[src/rtl/acia6850_uart.sv]
// 6850-compatible ACIA: CPU register interface, control decoding, RX/TX bit engines
// driven from a shared oversample tick, and RX (error-tagged) / TX FIFOs.
module acia6850_uart #(
    parameter int unsigned CLK_DIV       = 16,
    parameter int unsigned RX_DEPTH_BITS = 4,
    parameter int unsigned TX_DEPTH_BITS = 4
) (
    input  logic       clk,
    input  logic       reset,
    input  logic       sel,
    input  logic       addr,
    input  logic       ds,
    input  logic       rw,
    input  logic [7:0] din,
    output logic [7:0] dout,
    output logic       irq,
    input  logic       ser_in,
    output logic       ser_out,
    input  logic       cts_n,
    output logic       rts_n
);
    localparam int unsigned RX_DEPTH = 1 << RX_DEPTH_BITS;
    localparam int unsigned TX_DEPTH = 1 << TX_DEPTH_BITS;
    localparam int unsigned TICK_W   = (CLK_DIV > 1) ? $clog2(CLK_DIV) : 1;

    typedef enum logic [2:0] {RxIdle, RxStart, RxData, RxParity, RxStop} rx_state_e;
    typedef enum logic [2:0] {TxIdle, TxStart, TxData, TxParity, TxStop1, TxStop2} tx_state_e;

    // Word format decode of CR[4:2]
    function automatic logic fmt_len8(input logic [2:0] f);
        return f[2];
    endfunction
    function automatic logic fmt_par(input logic [2:0] f);
        return ~(f[2] & ~f[1]);
    endfunction
    function automatic logic fmt_odd(input logic [2:0] f);
        return f[0];
    endfunction
    function automatic logic fmt_stop2(input logic [2:0] f);
        return ~f[1] & (~f[2] | ~f[0]);
    endfunction

    // Oversample tick
    logic [TICK_W-1:0] tick_cnt_q;
    logic              tick;
    assign tick = (tick_cnt_q == TICK_W'(CLK_DIV - 1));

    always_ff @(posedge clk) begin
        if (reset || tick) tick_cnt_q <= '0;
        else               tick_cnt_q <= tick_cnt_q + 1'b1;
    end

    // Bus access edges
    logic acc, acc_q, rd_flag_q, wr_stb, rd_end;
    assign acc    = sel & ~ds;
    assign wr_stb = acc & ~acc_q & ~rw;
    assign rd_end = rd_flag_q & ~acc;

    always_ff @(posedge clk) begin
        if (reset) begin
            acc_q     <= 1'b0;
            rd_flag_q <= 1'b0;
        end else begin
            acc_q     <= acc;
            rd_flag_q <= acc & rw & addr;
        end
    end

    // Control register
    logic [7:0] cr_q;
    logic       mr, div64, tie, brk, rie;

    always_ff @(posedge clk) begin
        if (reset)                cr_q <= 8'h15;
        else if (wr_stb && !addr) cr_q <= din;
    end

    assign mr    = (cr_q[1:0] == 2'b11);
    assign div64 = (cr_q[1:0] == 2'b10);
    assign tie   = (cr_q[6:5] == 2'b01);
    assign brk   = (cr_q[6:5] == 2'b11);
    assign rts_n = (cr_q[6:5] == 2'b10);
    assign rie   = cr_q[7];

    // RX synchronizer
    logic rx_meta_q, rx_s_q;
    always_ff @(posedge clk) begin
        if (reset) begin
            rx_meta_q <= 1'b1;
            rx_s_q    <= 1'b1;
        end else begin
            rx_meta_q <= ser_in;
            rx_s_q    <= rx_meta_q;
        end
    end

    // RX FIFO state
    logic [9:0]               rx_mem [RX_DEPTH];
    logic [RX_DEPTH_BITS-1:0] rx_wp_q, rx_rp_q;
    logic [RX_DEPTH_BITS:0]   rx_count_q;
    logic                     rx_empty, rx_full, rx_pop, rx_wr, rx_push, ovrn_q;
    logic [9:0]               rx_wdata, rx_head;
    logic [7:0]               last_q;

    // RX engine
    rx_state_e  rx_st_q, rx_st_d;
    logic [5:0] rx_cnt_q, rx_cnt_d;
    logic [2:0] rx_bit_q, rx_bit_d, rx_fmt_q, rx_fmt_d;
    logic [7:0] rx_sh_q, rx_sh_d;
    logic       rx_pe_q, rx_pe_d, rx_div64_q, rx_div64_d, rx_bit_end;
    logic [5:0] rx_half;

    assign rx_half    = rx_div64_q ? 6'd31 : 6'd7;
    assign rx_bit_end = (rx_cnt_q == (rx_div64_q ? 6'd63 : 6'd15));

    always_ff @(posedge clk) begin
        if (reset || mr) begin
            rx_st_q    <= RxIdle;
            rx_cnt_q   <= '0;
            rx_bit_q   <= '0;
            rx_sh_q    <= '0;
            rx_pe_q    <= 1'b0;
            rx_fmt_q   <= 3'b101;
            rx_div64_q <= 1'b0;
        end else begin
            rx_st_q    <= rx_st_d;
            rx_cnt_q   <= rx_cnt_d;
            rx_bit_q   <= rx_bit_d;
            rx_sh_q    <= rx_sh_d;
            rx_pe_q    <= rx_pe_d;
            rx_fmt_q   <= rx_fmt_d;
            rx_div64_q <= rx_div64_d;
        end
    end

    always_comb begin
        rx_st_d    = rx_st_q;
        rx_cnt_d   = rx_cnt_q;
        rx_bit_d   = rx_bit_q;
        rx_sh_d    = rx_sh_q;
        rx_pe_d    = rx_pe_q;
        rx_fmt_d   = rx_fmt_q;
        rx_div64_d = rx_div64_q;
        rx_push    = 1'b0;
        rx_wdata   = {rx_pe_q, ~rx_s_q, rx_sh_q};
        unique case (rx_st_q)
            RxIdle: begin
                // Format and divide are frozen per frame so CR writes apply to the next one
                if (tick && !rx_s_q) begin
                    rx_st_d    = RxStart;
                    rx_cnt_d   = '0;
                    rx_bit_d   = '0;
                    rx_sh_d    = '0;
                    rx_pe_d    = 1'b0;
                    rx_fmt_d   = cr_q[4:2];
                    rx_div64_d = div64;
                end
            end
            RxStart: begin
                if (tick) begin
                    if (rx_cnt_q == rx_half) begin
                        rx_cnt_d = '0;
                        rx_st_d  = rx_s_q ? RxIdle : RxData;
                    end else begin
                        rx_cnt_d = rx_cnt_q + 1'b1;
                    end
                end
            end
            RxData: begin
                if (tick) begin
                    if (rx_bit_end) begin
                        rx_cnt_d          = '0;
                        rx_sh_d[rx_bit_q] = rx_s_q;
                        if (rx_bit_q == (fmt_len8(rx_fmt_q) ? 3'd7 : 3'd6)) begin
                            rx_st_d = fmt_par(rx_fmt_q) ? RxParity : RxStop;
                        end else begin
                            rx_bit_d = rx_bit_q + 1'b1;
                        end
                    end else begin
                        rx_cnt_d = rx_cnt_q + 1'b1;
                    end
                end
            end
            RxParity: begin
                if (tick) begin
                    if (rx_bit_end) begin
                        rx_cnt_d = '0;
                        rx_pe_d  = (^rx_sh_q) ^ rx_s_q ^ fmt_odd(rx_fmt_q);
                        rx_st_d  = RxStop;
                    end else begin
                        rx_cnt_d = rx_cnt_q + 1'b1;
                    end
                end
            end
            RxStop: begin
                if (tick) begin
                    if (rx_bit_end) begin
                        rx_push = 1'b1;
                        rx_st_d = RxIdle;
                    end else begin
                        rx_cnt_d = rx_cnt_q + 1'b1;
                    end
                end
            end
            default: rx_st_d = RxIdle;
        endcase
    end

    // RX FIFO
    assign rx_empty = (rx_count_q == '0);
    assign rx_full  = rx_count_q[RX_DEPTH_BITS];
    assign rx_pop   = rd_end & ~rx_empty;
    assign rx_wr    = rx_push & ~rx_full;
    assign rx_head  = rx_mem[rx_rp_q];

    always_ff @(posedge clk) begin
        if (rx_wr) rx_mem[rx_wp_q] <= rx_wdata;
    end

    always_ff @(posedge clk) begin
        if (reset || mr) begin
            rx_wp_q    <= '0;
            rx_rp_q    <= '0;
            rx_count_q <= '0;
            ovrn_q     <= 1'b0;
        end else begin
            if (rx_wr)  rx_wp_q <= rx_wp_q + 1'b1;
            if (rx_pop) rx_rp_q <= rx_rp_q + 1'b1;
            rx_count_q <= rx_count_q + {{RX_DEPTH_BITS{1'b0}}, rx_wr}
                                     - {{RX_DEPTH_BITS{1'b0}}, rx_pop};
            if (rx_push && rx_full) ovrn_q <= 1'b1;
            else if (rd_end)        ovrn_q <= 1'b0;
        end
    end

    always_ff @(posedge clk) begin
        if (reset)       last_q <= 8'h00;
        else if (rx_pop) last_q <= rx_head[7:0];
    end

    // TX FIFO
    logic [7:0]               tx_mem [TX_DEPTH];
    logic [TX_DEPTH_BITS-1:0] tx_wp_q, tx_rp_q;
    logic [TX_DEPTH_BITS:0]   tx_count_q;
    logic                     tx_empty, tx_full, tx_wr, tx_pop;
    logic [7:0]               tx_head;

    assign tx_empty = (tx_count_q == '0);
    assign tx_full  = tx_count_q[TX_DEPTH_BITS];
    assign tx_wr    = wr_stb & addr & ~tx_full;
    assign tx_head  = tx_mem[tx_rp_q];

    always_ff @(posedge clk) begin
        if (tx_wr) tx_mem[tx_wp_q] <= din;
    end

    always_ff @(posedge clk) begin
        if (reset || mr) begin
            tx_wp_q    <= '0;
            tx_rp_q    <= '0;
            tx_count_q <= '0;
        end else begin
            if (tx_wr)  tx_wp_q <= tx_wp_q + 1'b1;
            if (tx_pop) tx_rp_q <= tx_rp_q + 1'b1;
            tx_count_q <= tx_count_q + {{TX_DEPTH_BITS{1'b0}}, tx_wr}
                                     - {{TX_DEPTH_BITS{1'b0}}, tx_pop};
        end
    end

    // TX engine; frames start on a tick so every bit spans exactly one bit period
    tx_state_e  tx_st_q, tx_st_d;
    logic [5:0] tx_cnt_q, tx_cnt_d;
    logic [2:0] tx_bit_q, tx_bit_d, tx_fmt_q, tx_fmt_d;
    logic [7:0] tx_sh_q, tx_sh_d;
    logic       tx_div64_q, tx_div64_d, tx_bit_end;

    assign tx_bit_end = tick & (tx_cnt_q == (tx_div64_q ? 6'd63 : 6'd15));

    always_ff @(posedge clk) begin
        if (reset || mr) begin
            tx_st_q    <= TxIdle;
            tx_cnt_q   <= '0;
            tx_bit_q   <= '0;
            tx_sh_q    <= '0;
            tx_fmt_q   <= 3'b101;
            tx_div64_q <= 1'b0;
        end else begin
            tx_st_q    <= tx_st_d;
            tx_cnt_q   <= tx_cnt_d;
            tx_bit_q   <= tx_bit_d;
            tx_sh_q    <= tx_sh_d;
            tx_fmt_q   <= tx_fmt_d;
            tx_div64_q <= tx_div64_d;
        end
    end

    always_comb begin
        tx_st_d    = tx_st_q;
        tx_cnt_d   = tx_cnt_q;
        tx_bit_d   = tx_bit_q;
        tx_sh_d    = tx_sh_q;
        tx_fmt_d   = tx_fmt_q;
        tx_div64_d = tx_div64_q;
        tx_pop     = 1'b0;
        if (tick && tx_st_q != TxIdle) tx_cnt_d = tx_bit_end ? 6'd0 : tx_cnt_q + 1'b1;
        unique case (tx_st_q)
            TxIdle: begin
                if (tick && !tx_empty && !cts_n && !brk) begin
                    tx_st_d    = TxStart;
                    tx_pop     = 1'b1;
                    tx_sh_d    = fmt_len8(cr_q[4:2]) ? tx_head : {1'b0, tx_head[6:0]};
                    tx_fmt_d   = cr_q[4:2];
                    tx_div64_d = div64;
                    tx_cnt_d   = '0;
                    tx_bit_d   = '0;
                end
            end
            TxStart:  if (tx_bit_end) tx_st_d = TxData;
            TxData: begin
                if (tx_bit_end) begin
                    if (tx_bit_q == (fmt_len8(tx_fmt_q) ? 3'd7 : 3'd6)) begin
                        tx_st_d = fmt_par(tx_fmt_q) ? TxParity : TxStop1;
                    end else begin
                        tx_bit_d = tx_bit_q + 1'b1;
                    end
                end
            end
            TxParity: if (tx_bit_end) tx_st_d = TxStop1;
            TxStop1:  if (tx_bit_end) tx_st_d = fmt_stop2(tx_fmt_q) ? TxStop2 : TxIdle;
            TxStop2:  if (tx_bit_end) tx_st_d = TxIdle;
            default:  tx_st_d = TxIdle;
        endcase
    end

    always_comb begin
        ser_out = 1'b1;
        unique case (tx_st_q)
            TxStart:  ser_out = 1'b0;
            TxData:   ser_out = tx_sh_q[tx_bit_q];
            TxParity: ser_out = (^tx_sh_q) ^ fmt_odd(tx_fmt_q);
            default:  ser_out = 1'b1;
        endcase
        if (brk) ser_out = 1'b0;
        if (mr)  ser_out = 1'b1;
    end

    // Status, interrupt and read data
    logic       tdre;
    logic [7:0] status;

    assign tdre   = ~tx_full & ~cts_n;
    assign irq    = (rie & (~rx_empty | ovrn_q)) | (tie & tdre);
    assign status = {irq, ~rx_empty & rx_head[9], ovrn_q, ~rx_empty & rx_head[8],
                     cts_n, 1'b0, tdre, ~rx_empty};

    always_comb begin
        dout = 8'h00;
        if (acc && rw) begin
            if (!addr)         dout = status;
            else if (rx_empty) dout = last_q;
            else               dout = rx_head[7:0];
        end
    end

endmodule

[config.mk]
export PLATFORM = sky130hd
export DESIGN_NAME = acia6850_uart
export DESIGN_NICKNAME = d
export VERILOG_FILES = /design/src/rtl/acia6850_uart.sv
export SDC_FILE = /design/constraint.sdc
export NUM_CORES = 1
export LEC_CHECK = 0
export ABC_CLOCK_PERIOD_IN_PS = 7700
export BUFFER_PORTS_ARGS = -buffer_cell sky130_fd_sc_hd__buf_4
export CAP_MARGIN = 20
export CELL_PAD_IN_SITES_DETAIL_PLACEMENT = 1
export CELL_PAD_IN_SITES_GLOBAL_PLACEMENT = 2
export CORE_MARGIN = 1
export CORE_UTILIZATION = 30
export DETAILED_ROUTE_END_ITERATION = 10
export PLACE_DENSITY = 0.53
export SLEW_MARGIN = 20
export SYNTH_ARGS = -nofsm -noshare
export SYNTH_HDL_FRONTEND = slang
export SYNTH_SLANG_ARGS = --single-unit
[constraint.sdc]
create_clock -name clk -period 7.7 [get_ports clk]
set_input_delay 0.77 -clock clk [delete_from_list [all_inputs] [get_ports clk]]
set_output_delay 0.77 -clock clk [all_outputs]
set_load 0.005 [all_outputs]
==> metrics.txt <==
outcome finished, final reports clean; clock network latency to the later pin of the worst-skew pair 0.59 ns; setup violators final 0; GP Congestion 0.7399; crit path max fanout 26; number of global-route vias before repair 9881; Min-Delay Path Class in -> reg; Synth top cells by count edfxtp_1 (288), dfxtp_1 (108), nand2_1 (93); first-pass GRT wire length 65230 µm; vias post-DR 9413; Async S/R FF share, synth 0; die area 0.05573 mm²; worst-case clock buffer depth 3; Core Box Area 0.05403 mm²; H-tree lvl count 2; Remaining Overflow, GRT 0; Max Clock Freq 0.2371 GHz; Critical Path Start Type flip-flop; Critical Path RT 6.93 ns; post-synth top area cell edfxtp_1; most common cell in the synthesized netlist edfxtp_1; PostCTS Resize Cnt 0; layout net count 1183; Die Wd 236.1 µm; fraction of layout cells with a size suffix above 1 0.1920; largest net degree at the start of global routing 37; die height 236.1 µm; Slew Viols, Final 0; Ys Warns 0; Mapped Avg Cell Area 14.83 µm²; Post-DRT Antenna Nets 0; Final Cycle Share 0.5477; Worst-Margin Slew 1.110 ns; clock-pin slew on the worst setup and hold paths 0.06 ns; vias per inst 5.026; global-route total usage across every layer 0.1580; clock skew 0.01948 ns; Leak 6.238 nW; Final Hold Viols 0; flops & latches, synth 396; Area Overhead vs Synth 15.60%; Setup crit end kind primary output; pwr/cell area 247.1 mW/mm²; MaxCap Viol Count 0; drt drc 0; number of CTS-inserted buffers 47; First DRT Iteration DRCs 663; Wirelength per Cell 23.15 µm; Initial Utilization 0.3042; Period minus WS final 4.217 ns; Core Rows 85; Sum Neg Setup Slack 0 ns; Total Routed Length 43360 µm; PortBufs 26; sequential area share after synthesis 0.6577; first-pass detailed-route iteration total 5; number of synthesized flops with an enable pin 288; hpwl dp 28550 µm; Synth Flop Type edfxtp_1; RSZ-0062 raised after global routing false; initial antenna violation count 3; post-synth cell types 69; Synthesized Nets 1152; Slew Limit Headroom 0.2572; Sink Count 396; Ports 27; DP Area 0.01743 mm²; Post-Syn Area 0.01644 mm²; CTS tree yes; Crit Path Class reg -> out; Final Instance Area 0.01900 mm²; Hold Buf Count CTS 0; setup bufs post-CTS 0; synth top area cells edfxtp_1 (53%), dfxtp_1 (13%), mux4_2 (12%); cell count after synthesis 1108; area share of the largest cell type after synthesis 0.5261; WP data arrival 3.45 ns; CTS Root Cell clkbuf_16; ANT cells 0; Max VDD drop 196.5 µV
path summary, 6_finish.rpt:
kind / start / endpoint / slack [ns] / cells after the start
worst max-delay path: flip-flop / dout[7] / 3.48 / 6
worst min-delay path: ser_in / rx_meta_q$_SDFF_PP1_ / 0.38 / 2
worst max register to register: rx_count_q[3]$_SDFF_PP0_ / rx_count_q[4]$_SDFF_PP0_ / 3.66 / 15
worst min register to register: rx_meta_q$_SDFF_PP1_ / rx_s_q$_SDFF_PP1_ / 0.41 / 1
placed cells by master (no fill, tap or decap), types with 10 or more instances in the layout:
cell	instances
nand3_1	35
nor3_1	14
dfxtp_1	105
o21ai_1	10
buf_4	39
mux4_2	87
a21oi_1	44
mux2i_1	17
edfxtp_1	288
nor2_1	87
inv_1	27
o21ai_0	17
a31oi_1	16
nand2_1	93
ha_1	26
clkbuf_16	47
xor2_1	16
xnor2_1	21
clkbuf_1	14
stage by stage:
| stage | utilization | worst slack (ns) | cells | power [mW] | hold WS, ns |
|---|---|---|---|---|---|
| after floorplan | - | 4.524 | 1108 | 2.419 | 0.3895 |
| after global placement | 0.3222 | 3.594 | 1784 | 2.494 | 0.4030 |
| after detailed placement | 0.3226 | 3.610 | 1786 | 2.495 | 0.3984 |
| after CTS | 0.3516 | 3.316 | 1873 | 4.768 | 0.3356 |
| after global routing | 0.3517 | 3.184 | 1873 | 4.855 | 0.3459 |
| final | 0.3517 | 3.483 | 1873 | 4.695 | 0.3764 |
kinds of logic (layout without fill, tap and decap cells):
| group | after synthesis | in the layout | share of synthesized area |
|---|---|---|---|
| buffers and inverters | 84 | 153 | 0.02071 |
| muxes | 105 | 105 | 0.1302 |
| DFF | 396 | 396 | 0.6577 |
| AOI/OAI and AO/OA | 144 | 144 | 0.05595 |
| adders and majority gates | 28 | 28 | 0.02223 |
| and+or+nand+nor | 312 | 312 | 0.09073 |
| xor gates and xnor gates | 39 | 39 | 0.02246 |
flip-flops by register name, indices dropped and copies added (netlist names), 6 cells and up, named ones only:
| name | count |
|---|---|
| cr_q | 8 |
| tx_cnt_q | 6 |
| rx_mem | 160 |
| last_q | 8 |
| tx_mem | 128 |
| rx_cnt_q | 6 |
| rx_sh_q | 8 |
| tx_sh_q | 8 |
routing by layer:
metal | share of wire | track usage | up-vias | routed length, µm
met4 | 0.017 | 0.03941 | 0 | 734
met3 | 0.050 | 0.03359 | 47 | 2181
met1 | 0.49 | 0.2269 | 4870 | 21070
met2 | 0.45 | 0.2423 | 177 | 19380
li1 | - | - | 4319 | -
met5 | 0 | 0 | - | 0
area by class of cell:
| type | count | area (µm²) |
|---|---|---|
| Clock buffer | 69 | 1339 |
| Timing Repair Buffer | 39 | 292.8 |
| Sequential cell | 396 | 10810 |
| Inverter | 27 | 101.3 |
| Tap cell | 696 | 870.8 |
| Fill cell | 5531 | 35030 |
| Clock inverter | 18 | 230.2 |
| Multi-Input combinational cell | 628 | 5353 |
critical path: stages (launching register included):
cell	delay, ns
dfxtp_2	0.69
buf_4	0.57
mux4_2	0.56
mux4_2	0.51
a21oi_1	0.20
nor3_1	0.11
buf_4	0.18
power breakdown:
group          internal [mW]  switching [mW]  total (mW)  leakage (nW)
Sequential              2.28          0.0143        2.29          3.65
Combinational         0.0503          0.0999       0.150          1.82
Clock                   1.35           0.901        2.25         0.765
(Power assumes the default switching activity.)
